===== src/rtl/divider_pkg.sv =====
// Shared definitions for the divider core and its sharing controller:
// operand width, controller state encoding and the divide-by-zero quotient.
package divider_pkg;

  localparam int DIV_WIDTH = 4;

  typedef enum logic [1:0] {
    ST_IDLE  = 2'd0,
    ST_START = 2'd1,
    ST_WAIT  = 2'd2,
    ST_ACK   = 2'd3
  } state_t;

  // Quotient reported when the divisor is zero.
  localparam logic [DIV_WIDTH-1:0] ERR_QUOTIENT = '1;

endpackage


===== src/rtl/divider_share_ctrl_if.sv =====
// Bundle of requester-side and core-side signals around divider_share_ctrl.
// slave is the controller's view; master is the environment's view.
interface divider_share_ctrl_if
  import divider_pkg::*;
#(
  parameter int WIDTH = DIV_WIDTH
) ();

  // Requester side
  logic             Req0;
  logic             Req1;
  logic [WIDTH-1:0] X0;
  logic [WIDTH-1:0] Y0;
  logic [WIDTH-1:0] X1;
  logic [WIDTH-1:0] Y1;
  logic [1:0]       Grant;
  logic             Valid0;
  logic             Valid1;
  logic [WIDTH-1:0] Result_Q;
  logic [WIDTH-1:0] Result_R;
  logic             DivErr;
  logic             Busy;

  // Divider core side
  logic [WIDTH-1:0] DivXin;
  logic [WIDTH-1:0] DivYin;
  logic             DivStart;
  logic             DivAck;
  logic             DivDone;
  logic [WIDTH-1:0] DivQuotient;
  logic [WIDTH-1:0] DivRemainder;

  modport slave (
    input  Req0, Req1, X0, Y0, X1, Y1,
    input  DivDone, DivQuotient, DivRemainder,
    output Grant, Valid0, Valid1, Result_Q, Result_R, DivErr, Busy,
    output DivXin, DivYin, DivStart, DivAck
  );

  modport master (
    output Req0, Req1, X0, Y0, X1, Y1,
    output DivDone, DivQuotient, DivRemainder,
    input  Grant, Valid0, Valid1, Result_Q, Result_R, DivErr, Busy,
    input  DivXin, DivYin, DivStart, DivAck
  );

endinterface


===== src/rtl/rr_arbiter2.sv =====
// Two-way round-robin arbiter: on a tie the requester that was not granted
// last wins. Purely combinational; the caller owns the last_grant register.
module rr_arbiter2 (
  input  logic [1:0] req,
  input  logic       last_grant,
  output logic [1:0] winner
);

  always_comb begin
    // NOTE: winner gets a default before the case so no path leaves it unassigned (no latch).
    winner = 2'b00;
    case (req)
      2'b01:   winner = 2'b01;
      2'b10:   winner = 2'b10;
      2'b11:   winner = last_grant ? 2'b01 : 2'b10;
      default: winner = 2'b00;
    endcase
  end

endmodule


===== src/rtl/divider_share_ctrl.sv =====
// Shares one divider core between two requesters: arbitrates, latches the
// winner's operands, runs the core's Start/Ack handshake and returns results.
module divider_share_ctrl
  import divider_pkg::*;
#(
  parameter int WIDTH = DIV_WIDTH
) (
  input  logic                 Clk,
  input  logic                 Reset,
  divider_share_ctrl_if.slave  bus
);

  state_t           state;
  logic             last_grant;
  logic [1:0]       winner;
  logic [WIDTH-1:0] x_sel;
  logic [WIDTH-1:0] y_sel;

  rr_arbiter2 u_arb (
    .req        ({bus.Req1, bus.Req0}),
    .last_grant (last_grant),
    .winner     (winner)
  );

  assign x_sel = winner[1] ? bus.X1 : bus.X0;
  assign y_sel = winner[1] ? bus.Y1 : bus.Y0;

  // All outputs are registered; the strobes default low every cycle so each
  // one is a single-cycle pulse unless a branch re-asserts it.
  always_ff @(posedge Clk or posedge Reset) begin
    if (Reset) begin
      state            <= ST_IDLE;
      last_grant       <= 1'b1;
      bus.Grant        <= 2'b00;
      bus.Valid0       <= 1'b0;
      bus.Valid1       <= 1'b0;
      bus.Result_Q     <= '0;
      bus.Result_R     <= '0;
      bus.DivErr       <= 1'b0;
      bus.Busy         <= 1'b0;
      bus.DivXin       <= '0;
      bus.DivYin       <= '0;
      bus.DivStart     <= 1'b0;
      bus.DivAck       <= 1'b0;
    end else begin
      // NOTE: non-blocking assignments keep every register update based on pre-edge values.
      bus.DivStart <= 1'b0;
      bus.DivAck   <= 1'b0;
      bus.Valid0   <= 1'b0;
      bus.Valid1   <= 1'b0;
      bus.DivErr   <= 1'b0;

      case (state)
        ST_IDLE: begin
          if (|winner) begin
            bus.Grant  <= winner;
            bus.DivXin <= x_sel;
            bus.DivYin <= y_sel;
            bus.Busy   <= 1'b1;
            last_grant <= winner[1];
            if (y_sel != '0) begin
              bus.DivStart <= 1'b1;
              state        <= ST_START;
            end else begin
              // Zero divisor: answer directly, the core is never started.
              bus.Result_Q <= ERR_QUOTIENT;
              bus.Result_R <= x_sel;
              bus.DivErr   <= 1'b1;
              bus.Valid0   <= winner[0];
              bus.Valid1   <= winner[1];
              state        <= ST_ACK;
            end
          end
        end

        ST_START: state <= ST_WAIT;

        ST_WAIT: begin
          if (bus.DivDone) begin
            bus.Result_Q <= bus.DivQuotient;
            bus.Result_R <= bus.DivRemainder;
            bus.Valid0   <= bus.Grant[0];
            bus.Valid1   <= bus.Grant[1];
            bus.DivAck   <= 1'b1;
            state        <= ST_ACK;
          end
        end

        ST_ACK: begin
          bus.Grant <= 2'b00;
          bus.Busy  <= 1'b0;
          state     <= ST_IDLE;
        end

        default: state <= ST_IDLE;
      endcase
    end
  end

endmodule


===== src/flat_wrapper.sv =====
// flat-port wrapper written by rule: the top's interface ports become plain ports
module divider_share_ctrl_flat import divider_pkg::*;
#(
  parameter int WIDTH = DIV_WIDTH
)
  (Clk, Reset, bus_Req0, bus_Req1, bus_X0, bus_Y0, bus_X1, bus_Y1, bus_DivDone, bus_DivQuotient, bus_DivRemainder, bus_Grant, bus_Valid0, bus_Valid1, bus_Result_Q, bus_Result_R, bus_DivErr, bus_Busy, bus_DivXin, bus_DivYin, bus_DivStart, bus_DivAck);
  divider_share_ctrl_if #(.WIDTH(WIDTH)) bus_i ();
  input  logic Clk;
  input  logic Reset;
  input wire logic [$bits(bus_i.Req0)-1:0] bus_Req0;
  input wire logic [$bits(bus_i.Req1)-1:0] bus_Req1;
  input wire logic [$bits(bus_i.X0)-1:0] bus_X0;
  input wire logic [$bits(bus_i.Y0)-1:0] bus_Y0;
  input wire logic [$bits(bus_i.X1)-1:0] bus_X1;
  input wire logic [$bits(bus_i.Y1)-1:0] bus_Y1;
  input wire logic [$bits(bus_i.DivDone)-1:0] bus_DivDone;
  input wire logic [$bits(bus_i.DivQuotient)-1:0] bus_DivQuotient;
  input wire logic [$bits(bus_i.DivRemainder)-1:0] bus_DivRemainder;
  output wire logic [$bits(bus_i.Grant)-1:0] bus_Grant;
  output wire logic [$bits(bus_i.Valid0)-1:0] bus_Valid0;
  output wire logic [$bits(bus_i.Valid1)-1:0] bus_Valid1;
  output wire logic [$bits(bus_i.Result_Q)-1:0] bus_Result_Q;
  output wire logic [$bits(bus_i.Result_R)-1:0] bus_Result_R;
  output wire logic [$bits(bus_i.DivErr)-1:0] bus_DivErr;
  output wire logic [$bits(bus_i.Busy)-1:0] bus_Busy;
  output wire logic [$bits(bus_i.DivXin)-1:0] bus_DivXin;
  output wire logic [$bits(bus_i.DivYin)-1:0] bus_DivYin;
  output wire logic [$bits(bus_i.DivStart)-1:0] bus_DivStart;
  output wire logic [$bits(bus_i.DivAck)-1:0] bus_DivAck;
  assign bus_i.Req0 = bus_Req0;
  assign bus_i.Req1 = bus_Req1;
  assign bus_i.X0 = bus_X0;
  assign bus_i.Y0 = bus_Y0;
  assign bus_i.X1 = bus_X1;
  assign bus_i.Y1 = bus_Y1;
  assign bus_i.DivDone = bus_DivDone;
  assign bus_i.DivQuotient = bus_DivQuotient;
  assign bus_i.DivRemainder = bus_DivRemainder;
  assign bus_Grant = bus_i.Grant;
  assign bus_Valid0 = bus_i.Valid0;
  assign bus_Valid1 = bus_i.Valid1;
  assign bus_Result_Q = bus_i.Result_Q;
  assign bus_Result_R = bus_i.Result_R;
  assign bus_DivErr = bus_i.DivErr;
  assign bus_Busy = bus_i.Busy;
  assign bus_DivXin = bus_i.DivXin;
  assign bus_DivYin = bus_i.DivYin;
  assign bus_DivStart = bus_i.DivStart;
  assign bus_DivAck = bus_i.DivAck;
  divider_share_ctrl #(.WIDTH(WIDTH)) u_core (.Clk(Clk), .Reset(Reset), .bus(bus_i));
endmodule

===== config.mk =====
export PLATFORM = sky130hd
export DESIGN_NAME = divider_share_ctrl_flat
export DESIGN_NICKNAME = d
export VERILOG_FILES = /design/src/rtl/divider_pkg.sv /design/src/rtl/divider_share_ctrl_if.sv /design/src/rtl/rr_arbiter2.sv /design/src/rtl/divider_share_ctrl.sv /design/src/flat_wrapper.sv
export SDC_FILE = /design/constraint.sdc
export NUM_CORES = 1
export LEC_CHECK = 0
export BUFFER_PORTS_ARGS = -buffer_cell sky130_fd_sc_hd__buf_2
export CELL_PAD_IN_SITES_DETAIL_PLACEMENT = 2
export CELL_PAD_IN_SITES_GLOBAL_PLACEMENT = 2
export CORE_AREA = 2 2 74 76
export CTS_CLUSTER_SIZE = 25
export DETAILED_ROUTE_END_ITERATION = 8
export DIE_AREA = 0 0 76 78
export GPL_TIMING_DRIVEN = 0
export HOLD_SLACK_MARGIN = 0.15
export PLACE_DENSITY_LB_ADDON = 0.1
export SLEW_MARGIN = 10
export SYNTH_ARGS = -nofsm -noshare
export SYNTH_HDL_FRONTEND = slang
export SYNTH_HIERARCHICAL = 1
export SYNTH_SLANG_ARGS = --single-unit
export TNS_END_PERCENT = 30

===== constraint.sdc =====
create_clock -name Clk -period 1.9 [get_ports Clk]
set_input_delay 0.19 -clock Clk [delete_from_list [all_inputs] [get_ports Clk]]
set_output_delay 0.19 -clock Clk [all_outputs]
set_load 0.02 [all_outputs]

## After elaboration in Yosys (flattened, before gate mapping)

Index checks and enable logic that the tools add are counted.

| storage, ports and cells | value |
|---|---|
| flip-flop bits (word level) | 27 |

| cells by class | value |
|---|---|
| equality and inequality tests | 9 |
| mux-type cells | 36 |
| reductions and logical operators | 9 |

Operators with widths:

| cell | count |
|---|---|
| two-way mux 4 bit | 8 |
| one-hot mux 4 bit (2 select lines) | 2 |
| two-way mux 1 bit | 15 |
| two-way mux 2 bit | 5 |
| equality test 2 bit (second input constant) | 4 |
| one-hot mux 2 bit (4 select lines) | 1 |
| one-hot mux 1 bit (2 select lines) | 3 |
| one-hot mux 2 bit (3 select lines) | 1 |
| AND reduction 2 bit | 3 |
| equality test 2 x 1 -> 1 bit (second input constant) | 2 |
| != test 2 bit (second input constant) | 2 |
| one-hot mux 2 bit (2 select lines) | 1 |
| AND reduction 4 bit | 1 |
| nonzero test 2 bit | 2 |
| nonzero test 4 bit | 1 |
| logical NOT 2 bit | 1 |
| != test 2 x 1 -> 1 bit (second input constant) | 1 |
| OR reduction 2 bit | 1 |

## Longest topological paths before layout

Gate-level depths: netlist of the first run.

| logic depth | value |
|---|---|
| word-level depth | 7 |
| mapped depth | 7 |
| depth with buffers taken out | 6 |

## Hierarchy

The synthesis of the first run kept the hierarchy.

By module, submodules not included:

| module | instances | cells each | area each (sq um) | sequential area each (sq um) |
|---|---|---|---|---|
| divider_share_ctrl | 1 | 108 | 1,267.5 | 676.9 |
| rr_arbiter2 | 1 | 3 | 18.8 | 0.0 |

## Least setup slack after synthesis of the first run

Ideal clock, no wire load.

| path | value |
|---|---|
| path type | register to register |
| start point | register u_core.last_grant |
| end point | register u_core.bus.Result_Q[0] |
| setup time | 0.125 ns |
| arrival | 1.807 ns |
| setup slack | -0.032 ns |
| cell stages (with the launch flop) | 6 |
| path buffers | 0 |
| clock period less this slack | 1.932 ns |
| cell sequence | dfstp_2 a21boi_0 or3b_2 o21ai_2 a211oi_4 mux2_2 |

| on the way | value |
|---|---|
| longest elaborated chain between the ends | 6 |
| elaborated cells between the ends (all ways) | 8 |
| those cells by class | eq/ne: 2; mux: 3; reduce/logical: 3 |

RTL lines:

| element | RTL line | RTL |
|---|---|---|
| from (decl) | divider_share_ctrl.sv:14 | `logic last_grant;` |
| from (signal assigned) | divider_share_ctrl.sv:60 | `last_grant <= winner[1];` |
| two-way mux 2 bit (*) | rr_arbiter2.sv:15 | `2'b11: winner = last_grant ? 2'b01 : 2'b10;` |
| one-hot mux 2 bit (3 select lines) (*) | rr_arbiter2.sv:12 | `case (req)` |
| via u_core.winner[1] | divider_share_ctrl.sv:15 | `logic [1:0] winner;` |
| two-way mux 4 bit | divider_share_ctrl.sv:26 | `assign y_sel = winner[1] ? bus.Y1 : bus.Y0;` |
| nonzero test 4 bit | divider_share_ctrl.sv:61 | `if (y_sel != '0) begin` |
| != test 2 bit (no line) | n/a |  |
| AND reduction 4 bit (no line) (*) | n/a |  |
| to (signal assigned) | divider_share_ctrl.sv:80 | `bus.Result_Q <= bus.DivQuotient;` |
| to (decl) | divider_share_ctrl_if.sv:36 | `output Grant, Valid0, Valid1, Result_Q, Result_R, DivErr, Busy,` |

The timed path passes the listed nets; every way through them passes the cells marked *.
A chain may end at the register's enable or synchronous reset.

## Worst setup path in the final report of the first run

| path | value |
|---|---|
| start point | register u_core.last_grant |
| end point | register u_core.bus.Result_Q[1] |

| on the way | value |
|---|---|
| elaborated cells between the ends (all ways) | 8 |
| those cells by class | eq/ne: 2; mux: 3; reduce/logical: 3 |

RTL lines:

| element | RTL line | RTL |
|---|---|---|
| two-way mux 2 bit | rr_arbiter2.sv:15 |  |
| one-hot mux 2 bit (3 select lines) | rr_arbiter2.sv:12 |  |
| via u_core.winner[0] | divider_share_ctrl.sv:15 |  |
| OR reduction 2 bit | divider_share_ctrl.sv:55 | `if (\|winner) begin` |
| != test 2 x 1 -> 1 bit (no line) | n/a |  |
| AND reduction 4 bit (no line) | n/a |  |

The timed path passes the listed nets, and every way through them passes these cells.

==> summary.md, run 1 <==
| Metric | Value |
|---|---|
| Status | completed |
| Clock period minus worst slack | 1.84 ns |
| Register area share after synthesis | 52.6% |
| Area of the multi-input gates | 603 µm² |
| Synth-to-Final Area Change | 38.1% |
| Total wire length | 3720 µm |
| Die H | 78 µm |
| All-Layer GR Usage | 13.6% |
| Setup slack at placement | -0.285 ns |
| Post-layout net count | 206 |
| Clock Tree Buf Depth | 2 |
| Initial antenna violation count | 0 |
| Fin. Hold Viols | 0 |
| Avg WL per Cell | 15.3 µm |
| Register area | 677 µm² |
| Average cell area after synthesis | 11.6 µm² |
| Worst slew margin | 26.4% |
| Die footprint | 5930 µm² |
| Syn Nets | 143 |
| Row cnt | 26 |
| Yosys warns | 6 |
| Slew Viols, Final | 0 |
| Die Wd | 76 µm |
| Flops & latches, synth | 27 |
| Worst-Skew Late Latency | 0.28 ns |
| Crit. End Element | flip-flop |
| Final Non-Filler Cells | 243 |
| Period utilisation layout | 96.8% |
| Arrival time of the worst setup path | 2.01 ns |
| Worst vdd ir | 0.627 mV |
| Total grt overflow | 0 |
| Ports | 53 |
| Detailed Place HPWL | 2820 µm |
| Main combinational cell family by area after synthesis | multiplexers |
| Setup CP Type | reg -> reg |
| Vias in the first global route | 1263 |
| Hold Buf Count CTS | 0 |
| Layout cell share with drive strength beyond 1 | 49.1% |
| Core footprint | 5040 µm² |
| Leakage power | 0.848 nW |
| Clock sink count | 27 |
| Clock slew at reported path FFs | 0.10 ns |
| RD Place Congestion | 0.704 |
| Max-Cap Viols | 0 |
| Root Buffer | clkbuf_8 |
| Final Power | 2.91 mW |
| Final Worst Setup Slack | 0.0609 ns |
| CTS tree | yes |
| N_diodes | 0 |
| CP startpoint | u_core/last_grant$_DFFE_PP1P_ |
| Filler cells | 566 |
| Via density | 4.43 |
| Post-synthesis xor/xnor area fraction | 0% |
| Synth cell types | 29 |
| Largest net degree at the start of global routing | 28 |
| H-tree Lvls | 1 |
| Placed Cells | 233 |
| Most frequent cells in the layout | buf_2, dfrtp_1, nand2_1 |
| DR vias | 1077 |
| Compound-Gate Fraction of Synth Area | 14.2% |
| Initial DRT Pass Iterations | 4 |
| Pin slew with the least headroom to its limit | 1.10 ns |
| Final setup vio count | 0 |
| DR DRC count | 0 |
| Synth top area cells | dfrtp_1, mux2_2, mux2i_1 |
| Startpoint Class | flip-flop |
| RSZ-0062 raised after global routing | yes |
| Yosys top cell area share | 50.6% |
| Post-synthesis adder-cell area fraction | 2.92% |
| I/O Buffers | 52 |
| Cells after Synth | 111 |
| Multiplexer area fraction after synthesis | 14.3% |
| Initial Util | 25.5% |
| First-pass GRT wire length | 6400 µm |
| Post-route clock skew | 0.00383 ns |
| Yosys top cell by area | dfrtp_1 |
| Iter 0 DRT Violations | 25 |
| Reg2reg start | u_core/last_grant$_DFFE_PP1P_ |
| Fmax | 544 MHz |
| Commonest non-fill, non-tap cell in the layout | buf_2 |
| Simple-gate area share of the yosys netlist | 13.2% |
| Type of the worst min-delay path | in -> async |
| Cts bufs inserted | 3 |
| DRT antenna net count | 0 |
| Critical-path maximum fanout | 8 |
| Synth Cell Area | 1290 µm² |
| Power density cells | 1640 nW/µm² |
| Crit path required time | 2.07 ns |
## state kept, by name, indices dropped and copies added (netlist names), 2 cells and up
name / count
u_core/bus.DivXin: 4
u_core/bus.DivYin: 4
u_core/bus.Grant: 2
u_core/bus.Result_Q: 4
u_core/bus.Result_R: 4
u_core/state: 2
## worst max-delay path, stage by stage, from the launching register on
cell,delay (ns)
dfstp_2,0.56
inv_1,0.06
a21boi_2,0.19
or3b_4,0.18
o21ai_4,0.07
a211oi_4,0.19
buf_12,0.16
mux2_2,0.33
## synthesized netlist by cell type, drive strengths merged
master,n
dfrtp,26
nand2,15
o21ai,14
mux2i,9
mux2,8
inv,5
a22o,4
nand2b,4
clkbuf,3
ha,3
nor2,3
a211oi,2
a21boi,2
nor4,2
a21o,1
a21oi,1
a32o,1
and2,1
and3,1
buf,1
dfstp,1
nor2b,1
o2bb2ai,1
or2,1
or3b,1
## power breakdown
group	total, mW	leakage [nW]	internal, mW	switching (mW)
Clock	0.350	0.0217	0.149	0.200
Combinational	1.59	0.500	0.687	0.899
Sequential	0.971	0.325	0.837	0.134
Total	2.91	0.848	1.67	1.23
## area by class of cell
| type | count | area share [%] |
|---|---|---|
| Buffer | 4 | 1.34 |
| Clock buffer | 3 | 2.32 |
| Clock inverter | 1 | 0.423 |
| Inverter | 5 | 1.06 |
| Multi-Input combinational cell | 75 | 33.9 |
| Sequential cell | 27 | 38.1 |
| Tap cell | 70 | 4.93 |
| Timing Repair Buffer | 58 | 17.9 |
## stage by stage
step | setup TNS (ns) | utilization (%) | instance area, µm² | hold slack, ns
3_5_place_dp | -3.39 | 32.4 | 1630 | 0.474
4_1_cts | 0 | 34.6 | 1750 | 0.209
2_1_floorplan | 0 | - | 1290 | 0.242
6_report | 0 | 35.2 | 1780 | 0.172
3_3_place_gp | -2.60 | 32.4 | 1630 | 0.461
5_1_grt | -0.106 | 35.2 | 1780 | 0.224
## layer usage
metal | wire length [µm] | vias to the layer above | part of all wire, % | GRT usage (%)
li1 | - | 511 | - | -
met2 | 1880 | 35 | 51 | 24.6
met4 | 39 | 0 | 1.0 | 4.36
met5 | 0 | - | 0 | 0
met1 | 1550 | 527 | 42 | 15.7
met3 | 249 | 4 | 6.7 | 3.60
## cells by family (layout without fill, tap and decap cells)
group                    after synthesis  count (layout)
multiplexers                          17              17
AO/OA/AOI/OAI                         26              26
AND/OR/NAND/NOR                       29              29
flip-flops                            27              27
buffers and inverters                  9              71
adder cells (fa/ha/maj)                3               3
## repair_timing
item | 4_1_cts | 5_1_grt
setup endpoints to repair | 17 | 16
gates resized for setup | 6 | 6
buffers inserted | 4 | 2
hold endpoints to repair | 0 | 0
pin swaps | 2 | 3
## worst paths after layout
check	to	slack, ns	cells after the start
hold / removal	u_core/bus.Result_R[1]$_DFFE_PP0P_	0.17	2
min in group Clk	u_core/bus.Result_Q[3]$_DFFE_PP0P_	0.22	3
setup / recovery	u_core/bus.Result_Q[1]$_DFFE_PP0P_	0.06	7
hold reg to reg	u_core/bus.DivYin[3]$_DFFE_PP0P_	0.50	2
max in group asynchronous	u_core/state[1]$_DFFE_PP0P_	1.07	2
setup reg to reg	u_core/bus.Result_Q[1]$_DFFE_PP0P_	0.06	7
Note: power is estimated with default switching activity, not from simulation.
==> inputs of run 2 (changes only) <==
ABC_AREA = 1   (was not set)
BUFFER_PORTS_ARGS = -buffer_cell sky130_fd_sc_hd__buf_4   (was -buffer_cell sky130_fd_sc_hd__buf_2)
CORE_AREA = 2 2 78 80   (was 2 2 74 76)
DIE_AREA = 0 0 80 82   (was 0 0 76 78)
GPL_TIMING_DRIVEN = not set   (was 0)
==> run 2 against run 1 <==
Global-route usage about the same. Sequential cell count unchanged. Clock power down 5%. Die area up 11%. Wire length up 12%. Maximum frequency up 11%. Critical path depth up 1. Final area up 10%. Setup slack better by 0.18 ns. First-iteration DRC count up 64%. Final cell count up 19%. Largest cell class unchanged. Largest power group unchanged. Highest routed layer unchanged.
==> summary.md, run 2 <==
| Metric | Value |
|---|---|
| Status | completed |
| Met3 Use GR | 2.31% |
| Core footprint | 5750 µm² |
| Fin. Hold Viols | 0 |
| Die H | 82 µm |
| Most Crowded Layer GR | met2 |
| Syn Nets | 187 |
| Total wire length | 4170 µm |
| Critical-path maximum fanout | 13 |
| Most frequent cells in the layout | buf_4, nand2_1, dfrtp_1 |
| Total grt overflow | 0 |
| Initial DRT Pass Iterations | 4 |
| Type of the worst min-delay path | in -> reg |
| Slew Viols, Final | 0 |
| Clock sink count | 27 |
| Asr flop ratio synth | 100% |
| Simple-gate area share of the yosys netlist | 32.0% |
| Global Route met1 Usage | 17.8% |
| Commonest non-fill, non-tap cell in the layout | buf_4 |
| CTS tree | yes |
| Root Buffer | clkbuf_8 |
| Post-synthesis xor/xnor area fraction | 0% |
| Vias in the first global route | 1419 |
| H-tree Lvls | 1 |
| Flops & latches, synth | 27 |
| Post-synth top cells | nand2_1, dfrtp_1, nor2_1, inv_1, a31oi_1 |
| Row cnt | 28 |
| Worst slew margin | 72.5% |
| Worst-Skew Late Latency | 0.27 ns |
| Synth Cell Area | 1400 µm² |
| Post-layout net count | 246 |
| All-Layer GR Usage | 13.6% |
| DRT antenna net count | 0 |
| Multiplexer area fraction after synthesis | 0% |
| Die footprint | 6560 µm² |
| Initial Util | 24.3% |
| Average cell area after synthesis | 9.01 µm² |
| Register area share after synthesis | 48.5% |
| Most common cell in the netlist | nand2_1 |
| Period utilisation layout | 87.5% |
| Leakage power | 1.00 nW |
| Via density | 4.36 |
| Yosys top cell area share | 46.6% |
| N_diodes | 0 |
| Yosys top cell by area | dfrtp_1 |
| DR DRC count | 0 |
| Global-route met2 utilization | 23.5% |
| Clock period minus worst slack | 1.66 ns |
| Compound-Gate Fraction of Synth Area | 10.6% |
| Largest net degree at the start of global routing | 28 |
| Max-Cap Viols | 0 |
| Initial antenna violation count | 0 |
| Layout cell share with drive strength beyond 1 | 40.4% |
| Cells after Synth | 155 |
| Pin slew with the least headroom to its limit | 0.411 ns |
| Clock Tree Buf Depth | 2 |
| Post-synthesis adder-cell area fraction | 2.69% |
| Die Wd | 80 µm |
| Total Neg Setup Slack | 0 ns |
| DR vias | 1256 |
| Synth cell types | 23 |
| Startpoint Class | flip-flop |
| Ports | 53 |
| Cts bufs inserted | 3 |
| Power density cells | 1650 nW/µm² |
| Crit path required time | 2.07 ns |
| Worst vdd ir | 0.401 mV |
| Post-synth EDFFs | 0 |
| First-pass GRT wire length | 6940 µm |
| Hold Slack | 0.192 ns |
| Detailed Place HPWL | 3410 µm |
| Yosys warns | 6 |
| Arrival time of the worst setup path | 1.83 ns |
| Main flop type after synthesis | dfrtp_1 |
| Main combinational cell family by area after synthesis | simple AND/OR/NAND/NOR gates |
| Final setup vio count | 0 |
| I/O Buffers | 52 |
| Post-route clock skew | 0.00404 ns |
| Clock slew at reported path FFs | 0.10 ns |
| Synth top area cells | dfrtp_1, nand2_1, a31oi_1 |
| RD Place Congestion | 0.764 |
| Crit. End Element | flip-flop |
| Synth-to-Final Area Change | 40.2% |
| Avg WL per Cell | 14.5 µm |
| RSZ-0062 raised after global routing | no |
| Iter 0 DRT Violations | 41 |
| Fmax | 601 MHz |
| Setup CP Type | reg -> reg |
==> run 2: stage by stage <==
step                total power [mW]  cell area [µm²]  cells  setup WS (ns)  util, %
global route                    3.54             1960    288         0.0783     34.1
global placement                2.89             1900    283          0.213     33.1
detailed placement              2.96             1900    283          0.175     33.1
finish                          3.24             1960    288          0.237     34.1
CTS                             3.31             1950    288          0.149     34.0
floorplan                       2.23             1400    155          0.434        -
==> run 2: critical path, stage by stage (launching register included) <==
cell	delay, ns
dfrtp_1	0.36
inv_1	0.07
ha_1	0.24
inv_1	0.33
o21ai_4	0.14
nor2_8	0.18
nand2_4	0.11
nand2_1	0.08
nand2_1	0.05
==> run 2: logic make-up (layout without fill, tap and decap cells) <==
group / Yosys count / in the layout
fa+ha+maj: 3 / 3
compound gates: 23 / 23
flops: 27 / 27
buf+inv: 19 / 77
simple gates: 83 / 83
==> run 2: final timing paths <==
check / end / slack [ns] / depth (start not counted) / from
min in group asynchronous: u_core/bus.Result_Q[1]$_DFFE_PP0P_ / 0.54 / 4 / Reset
min: u_core/bus.DivYin[0]$_DFFE_PP0P_ / 0.19 / 3 / bus_Y1[0]
max: u_core/bus.Result_R[2]$_DFFE_PP0P_ / 0.24 / 8 / u_core/state[0]$_DFFE_PP0P_
min reg2reg: u_core/bus.Result_Q[1]$_DFFE_PP0P_ / 0.49 / 2 / u_core/bus.Result_Q[1]$_DFFE_PP0P_
max in group asynchronous: u_core/last_grant$_DFFE_PP1P_ / 1.04 / 4 / Reset
max reg2reg: u_core/bus.Result_R[2]$_DFFE_PP0P_ / 0.24 / 8 / u_core/state[0]$_DFFE_PP0P_
==> run 2: cell type report <==
| class | instances | area [µm²] |
|---|---|---|
| Clock buffer | 4 | 45.0 |
| Inverter | 15 | 56.3 |
| Fill cell | 680 | 3790 |
| Multi-Input combinational cell | 109 | 636 |
| Sequential cell | 27 | 677 |
| Timing Repair Buffer | 58 | 450 |
| Tap cell | 75 | 93.8 |
==> run 2: power by group <==
part | internal, mW | switching, mW
Clock | 0.150 | 0.181
Sequential | 0.846 | 0.152
Combinational | 0.759 | 1.15
Total | 1.76 | 1.48
==> run 2: repair_timing <==
item | CTS | global route
endpoints found under the setup margin | 0 | 7
endpoints found under the hold margin | 26 | 0
resized for setup | 0 | 1
setup buffers | 0 | 0
hold buffers | 1 | 0
==> run 2: per-layer routing <==
layer  wire length (µm)  share of wire [%]
met1               1850                 44
met2               2120                 51
met3                169                4.1
met4                 23               0.55
met5                  0                  0
